`config.mk`:
```
export PLATFORM = sky130hd
export DESIGN_NAME = sram_controller
export DESIGN_NICKNAME = d
export VERILOG_FILES = /design/src/rtl/sram_controller.sv
export SDC_FILE = /design/constraint.sdc
export NUM_CORES = 1
export LEC_CHECK = 0
export ABC_CLOCK_PERIOD_IN_PS = 4200
export CAP_MARGIN = 10
export CORE_ASPECT_RATIO = 2
export CORE_MARGIN = 3
export CORE_UTILIZATION = 47
export DETAILED_ROUTE_END_ITERATION = 10
export PLACE_DENSITY_LB_ADDON = 0.1
export SYNTH_ARGS = -nofsm -noshare
export SYNTH_HDL_FRONTEND = slang
export SYNTH_SLANG_ARGS = --single-unit
```
`constraint.sdc`:
```
create_clock -name clk -period 4.2 [get_ports clk]
set_input_delay 0.42 -clock clk [delete_from_list [all_inputs] [get_ports clk]]
set_output_delay 0.42 -clock clk [all_outputs]
set_load 0.01 [all_outputs]
```
`src/rtl/sram_controller.sv`:
```
// sram_controller
//   Memory-stage responder between the pipeline and a 16-bit external SRAM.
//   A 32-bit load/store is split into two half-word accesses (low half first,
//   then high half). Each half is held for WAIT_CYC+1 cycles. `ready` stays low
//   for the whole access so that the pipeline freezes.
//
// Ports
//   clk, rst          : rising-edge clock, asynchronous active-high reset
//   rd_en, wr_en      : load / store request (store wins if both are high)
//   address           : byte address (ALU result)
//   write_data        : store data
//   read_data         : assembled load result, held between loads
//   ready             : 0 freezes the pipeline
//   sram_addr         : SRAM half-word address
//   sram_dq_out       : SRAM write data
//   sram_dq_oe        : 1 drives sram_dq_out onto the bus
//   sram_dq_in        : SRAM read data
//   sram_we_n         : SRAM write strobe, active-low
module sram_controller #(
    parameter int unsigned BASE_ADDR = 1024,
    parameter int unsigned SRAM_AW   = 18,
    parameter int unsigned WAIT_CYC  = 1
) (
    input  logic               clk,
    input  logic               rst,
    input  logic               rd_en,
    input  logic               wr_en,
    input  logic [31:0]        address,
    input  logic [31:0]        write_data,
    output logic [31:0]        read_data,
    output logic               ready,
    output logic [SRAM_AW-1:0] sram_addr,
    output logic [15:0]        sram_dq_out,
    output logic               sram_dq_oe,
    input  logic [15:0]        sram_dq_in,
    output logic               sram_we_n
);

    localparam int unsigned WI_W = SRAM_AW - 1;
    localparam logic [3:0]  LAST = 4'(WAIT_CYC);

    typedef enum logic [1:0] {
        S_IDLE,
        S_LO,
        S_HI,
        S_DONE
    } state_t;

    state_t            state_q;
    logic [3:0]        cnt_q;
    logic [WI_W-1:0]   wi_q;
    logic [31:0]       wdata_q;
    logic              wr_q;
    logic [31:0]       rdata_q;

    logic              req;
    logic [WI_W-1:0]   wi_d;

    assign req  = rd_en | wr_en;
    // Word index: offset from BASE_ADDR (mod 2^32), dropping the byte bits;
    // anything beyond the SRAM range wraps by truncation.
    assign wi_d = WI_W'((address - BASE_ADDR) >> 2);

    always_ff @(posedge clk or posedge rst) begin
        if (rst) begin
            state_q <= S_IDLE;
            cnt_q   <= '0;
            wi_q    <= '0;
            wdata_q <= '0;
            wr_q    <= 1'b0;
            rdata_q <= '0;
        end else begin
            case (state_q)
                S_IDLE: begin
                    if (req) begin
                        wi_q    <= wi_d;
                        wdata_q <= write_data;
                        wr_q    <= wr_en;
                        cnt_q   <= '0;
                        state_q <= S_LO;
                    end
                end
                S_LO: begin
                    if (cnt_q == LAST) begin
                        if (!wr_q) begin
                            rdata_q[15:0] <= sram_dq_in;
                        end
                        cnt_q   <= '0;
                        state_q <= S_HI;
                    end else begin
                        cnt_q <= cnt_q + 4'd1;
                    end
                end
                S_HI: begin
                    if (cnt_q == LAST) begin
                        if (!wr_q) begin
                            rdata_q[31:16] <= sram_dq_in;
                        end
                        cnt_q   <= '0;
                        state_q <= S_DONE;
                    end else begin
                        cnt_q <= cnt_q + 4'd1;
                    end
                end
                // Any request seen here belongs to the instruction that is
                // completing, so it is deliberately ignored.
                S_DONE:  state_q <= S_IDLE;
                default: state_q <= S_IDLE;
            endcase
        end
    end

    // SRAM pins decode directly from state so a reset removes the write
    // strobe immediately, without waiting for a clock edge.
    always_comb begin
        sram_addr   = '0;
        sram_dq_out = '0;
        sram_dq_oe  = 1'b0;
        sram_we_n   = 1'b1;
        case (state_q)
            S_LO: begin
                sram_addr = {wi_q, 1'b0};
                if (wr_q) begin
                    sram_dq_out = wdata_q[15:0];
                    sram_dq_oe  = 1'b1;
                    sram_we_n   = 1'b0;
                end
            end
            S_HI: begin
                sram_addr = {wi_q, 1'b1};
                if (wr_q) begin
                    sram_dq_out = wdata_q[31:16];
                    sram_dq_oe  = 1'b1;
                    sram_we_n   = 1'b0;
                end
            end
            default: begin
                sram_addr   = '0;
                sram_dq_out = '0;
                sram_dq_oe  = 1'b0;
                sram_we_n   = 1'b1;
            end
        endcase
    end

    // Freeze asserts combinationally in the same cycle a request appears.
    assign ready     = ((state_q == S_IDLE) && !req) || (state_q == S_DONE);
    assign read_data = rdata_q;

endmodule

```
* Word level (Yosys, flattened, before mapping) *
Index checks and enable logic that the tools add are counted.

cells by class
  reduce and logical (&&, ||, !) cells = 11
  muxes and demuxes = 15
  bitwise operators = 2
  add/subtract/negate cells = 2
  eq/ne operators = 7

operators by type and width
  cell                                                                    number
  18-bit case mux with 2 select lines                                     1
  16-bit 2-to-1 mux                                                       2
  16-bit case mux with 2 select lines                                     1
  19-bit by 11-bit subtractor with 19-bit output (second input constant)  1
  3-bit AND reduction                                                     3
  4-bit 2-to-1 mux                                                        2
  2-bit case mux with 4 select lines                                      1
  4-bit case mux with 2 select lines                                      1
  2-bit 2-to-1 mux                                                        3
  2-bit != test (second input constant)                                   3
  4-bit by 1-bit adder with 4-bit output (second input constant)          1
  2-bit equality test (second input constant)                             2
  4-bit by 1-bit equality test with 1-bit output (second input constant)  1
  1-bit 2-to-1 mux                                                        4
  2-bit AND reduction                                                     2
  2-bit by 1-bit equality test with 1-bit output (second input constant)  1
  2-bit logical NOT                                                       1
  2-bit nonzero test                                                      1
  2-bit OR reduction                                                      1
  1-bit logical AND                                                       1
  1-bit logical NOT                                                       1
  1-bit logical OR                                                        1
  1-bit NOT                                                               1
  1-bit bitwise OR                                                        1

word-level totals
  word-level logic and storage cells = 44
  output and inout bits = 69
  flip-flop bits (word level) = 88

* Logic depth before layout (Yosys ltp) *
  depth in word-level cells = 4
  mapped depth = 7

* Worst setup path before layout *
No wires, ideal clock.

  kind = register to output
  start point = register state_q[0]
  end point = output port sram_addr[11]
  stages on the path, launching flop included = 8
  buffers on the path = 2
  data arrival time = 1.749 ns
  setup slack = 2.031 ns
  cell sequence = dfrtp_1 -> inv_1 -> ha_1 -> clkbuf_1 -> nor2_1 -> nor2b_1 -> clkbuf_1 -> and2_1

between the ends
  cells in the longest elaborated chain, start to end = 2
  elaborated cells on any way between the ends = 3
  those cells by class = 2 x eq/ne; 1 x mux

RTL lines
  item                                                                                          line  text
  from (decl)                                                                                   49    state_t state_q;
  from (signal assigned)                                                                        66    state_q <= S_IDLE;
  from (signal assigned)                                                                        80    state_q <= S_LO;
  from (signal assigned)                                                                        89    state_q <= S_HI;
  2-bit equality test / 2-bit by 1-bit equality test with 1-bit output (equally long branches)  120   case (state_q)
  18-bit case mux with 2 select lines *                                                         120
  to (decl)                                                                                     32    output logic [SRAM_AW-1:0] sram_addr,

Mark *: on every way between the ends. The rest lies on a longest branch, timed or not.

* Worst setup path in the final report *
  start point = register state_q[0]
  end point = output port sram_addr[2]

Same word-level chain as after synthesis.

==> results.toml <==
[status]
status = "complete, no violations"

[clock_network]
htreeDepth = 3
cts_setup_buffers = 0
cts_resized = 0
clock-sinks = 88
tritoncts = "built"
ctsHoldBuffers = 0
clk-insertion-delay-late_ns = 0.33
root_buffer = "clkbuf_16"
path_clk_slew_ns = 0.06
cts.path.max_buffers = 2
numCtsBuffers = 9

[job]
max_cap_violations = 0

[pwr]
vdd_drop_max_mv = 0.387
power.density_mw_per_mm2 = 748
power_leakage_nw = 2.55
power.total_mw = 4.26

[layout]
multi_input_area_mm2 = 0.00165
syn2layout_area_growth_pct = 44.5
fin_util_pct = 70.7
layout-drive-gt1-share_pct = 11.5
final_cells = 626
n_antenna_cell = 0
final.fill_count = 636
fin_area_mm2 = 0.00570
nets = 617
register_area_mm2 = 0.00220

[synthesis]
synth_edf_count = 0
yosys_warnings = 0
synth_nets = 485
netlist_area_mm2 = 0.00394
synth-seq-cells = 88
yosysTopAreaCell = "dfrtp_1"
async_flop_share_pct = 100
synthDistinctLibCells = 35
netlist_instances = 393
yosysMostFrequentCell = "nand2_1"
seq_area_frac_synth_pct = 55.8
synth.area.top_cells = "dfrtp_1, nand2_1, mux2_2"
synth_ff_type = "dfrtp_1"
synth_top_cell_area_share_pct = 55.8
synth_commonest_cells = "nand2_1, dfrtp_1, mux2_2"
synth_area_per_cell_um2 = 10.0

[worst_hold_path]
hold_path_class = "flip-flop to flip-flop"
whs_path_depth = 2
hold_start = "wi_q[7]"
holdPathEnd = "wi_q[7]"

[worst_setup_path]
r2r_cells = 4
cp.required_ns = 3.78
r2r_slack_ns = 1.96
criticalPathCategory = "flip-flop to output port"
r2r-start = "state_q[0]"
crit_fanout = 20
cp_data_arrival_time_ns = 2.77
start_kind = "flip-flop"
cp-end-kind = "output port"
r2r_end = "read_data[31]"

[grt]
grt_pass1_wl_mm = 15.6
met3_usage_pct = 5.20
grt_pass1_vias = 3284
gr-usage-all-layers_pct = 20.7
grt_max_degree = 64
grtUsageMet2_pct = 38.0
grt_busiest_layer = "met2"
use_met1_pct = 22.3
grt-ovfl-total = 0
grt_antenna_before_repair = 0

[place]
gp_congestion = 0.830
place_area_mm2 = 0.00540
hpwlAfterDp_mm = 6.78
port_buffers = 137
dp_cells = 610

[floorplan]
start_util_pct = 48.9
die-area_mm2 = 0.00959
coreArea_mm2 = 0.00806
die_w_um = 70.8
fp.dieH_um = 136
rows = 46
ios = 153

[detailed_routing]
dr.pass1.iters = 4
wl_per_cell_um = 15.3
ant_nets = 0
drc = 0
via_count = 3224
wl_mm = 9.58
viasPerCell = 5.15
drt-initial-drc-count = 129

[sta]
max_freq_mhz = 314
finalCritPeriodShare_pct = 75.9
tightest_slew_ns = 1.06
fin_tns_setup_ns = 0
finClkSkew_ns = 0.00583
finalSetupViolCount = 0
hold_viol_final = 0
period_minus_slack_ns = 3.19
rsz0062_at_grt = "no"
timing.slew.headroom_pct = 29.1
slew_viol_final = 0
==> where the power goes <==
group / internal [mW] / switching [mW]
sequential: 1.27 / 0.227
combinational: 1.03 / 0.935
clock: 0.491 / 0.304
total: 2.79 / 1.47
==> cells in the final DEF, fill, tap and decap left out, types with 3 or more instances in the layout <==
cell type | Yosys | final
nor2_1 | 23 | 23
nor3b_1 | 3 | 3
a31oi_1 | 5 | 5
ha_1 | 8 | 8
clkinv_2 | 0 | 3
and2_1 | 18 | 18
nand2_1 | 129 | 129
nand2b_1 | 5 | 5
dfrtp_1 | 88 | 88
nand3_1 | 3 | 3
o21ai_0 | 10 | 9
buf_4 | 0 | 4
clkbuf_16 | 0 | 9
a22oi_1 | 16 | 16
or4_1 | 3 | 3
clkdlybuf4s50_1 | 0 | 137
mux2_2 | 33 | 33
inv_1 | 7 | 6
==> routing by layer <==
metal / wire, um / vias up
met3: 486 / 7
met5: 0 / -
met2: 5400 / 102
met1: 3570 / 1548
met4: 125 / 0
li1: - / 1567
==> cells by family after synthesis <==
| group | share of synthesized area [%] |
|---|---|
| AOI/OAI and AO/OA | 6.95 |
| muxes | 9.42 |
| adders and majority gates | 2.54 |
| DFF | 55.8 |
| and+or+nand+nor | 22.3 |
| buffers and inverters | 2.70 |
| xor gates and xnor gates | 0.222 |
==> metrics by stage <==
step	hold slack, ns	worst slack (ns)
2_1_floorplan	0.437	1.50
3_5_place_dp	0.462	1.36
5_1_grt	0.496	0.860
6_report	0.473	1.01
4_1_cts	0.477	0.989
3_3_place_gp	0.452	1.38
==> registers in the layout, indices dropped and copies added (netlist names) <==
register,count
cnt_q,4
read_data,32
state_q,2
wr_q,1
wdata_q,32
wi_q,17
==> worst max path at each step <==
stage / from / end / slack [ns] / cells after the start
after CTS: state_q[0] / sram_addr[2] / 0.99 / 7
after global placement: state_q[0] / sram_addr[2] / 1.38 / 7
after detailed placement: state_q[0] / sram_addr[2] / 1.36 / 7
after floorplan: rst / cnt_q[0] / 1.50 / 1
after global routing: state_q[0] / sram_addr[9] / 0.86 / 7
final: state_q[0] / sram_addr[2] / 1.01 / 7
==> area by class of cell <==
cell class              count  area share (%)
flip-flops and latches     88            38.6
inverters                   7           0.483
well taps                  96            2.11
repair buffers            141            24.6
multi-input cells         278            28.9
clock buffers              13            4.57
clock inverters             3           0.703
==> worst max-delay path, stage by stage, from the launching register on <==
cell and delay [ns]:
dfrtp_1 0.40, inv_1 0.13, ha_1 0.72, nor2_1 0.14, nor2b_1 0.14, buf_4 0.21
and2_1 0.14, clkdlybuf4s50_1 0.56
(Power assumes the default switching activity.)
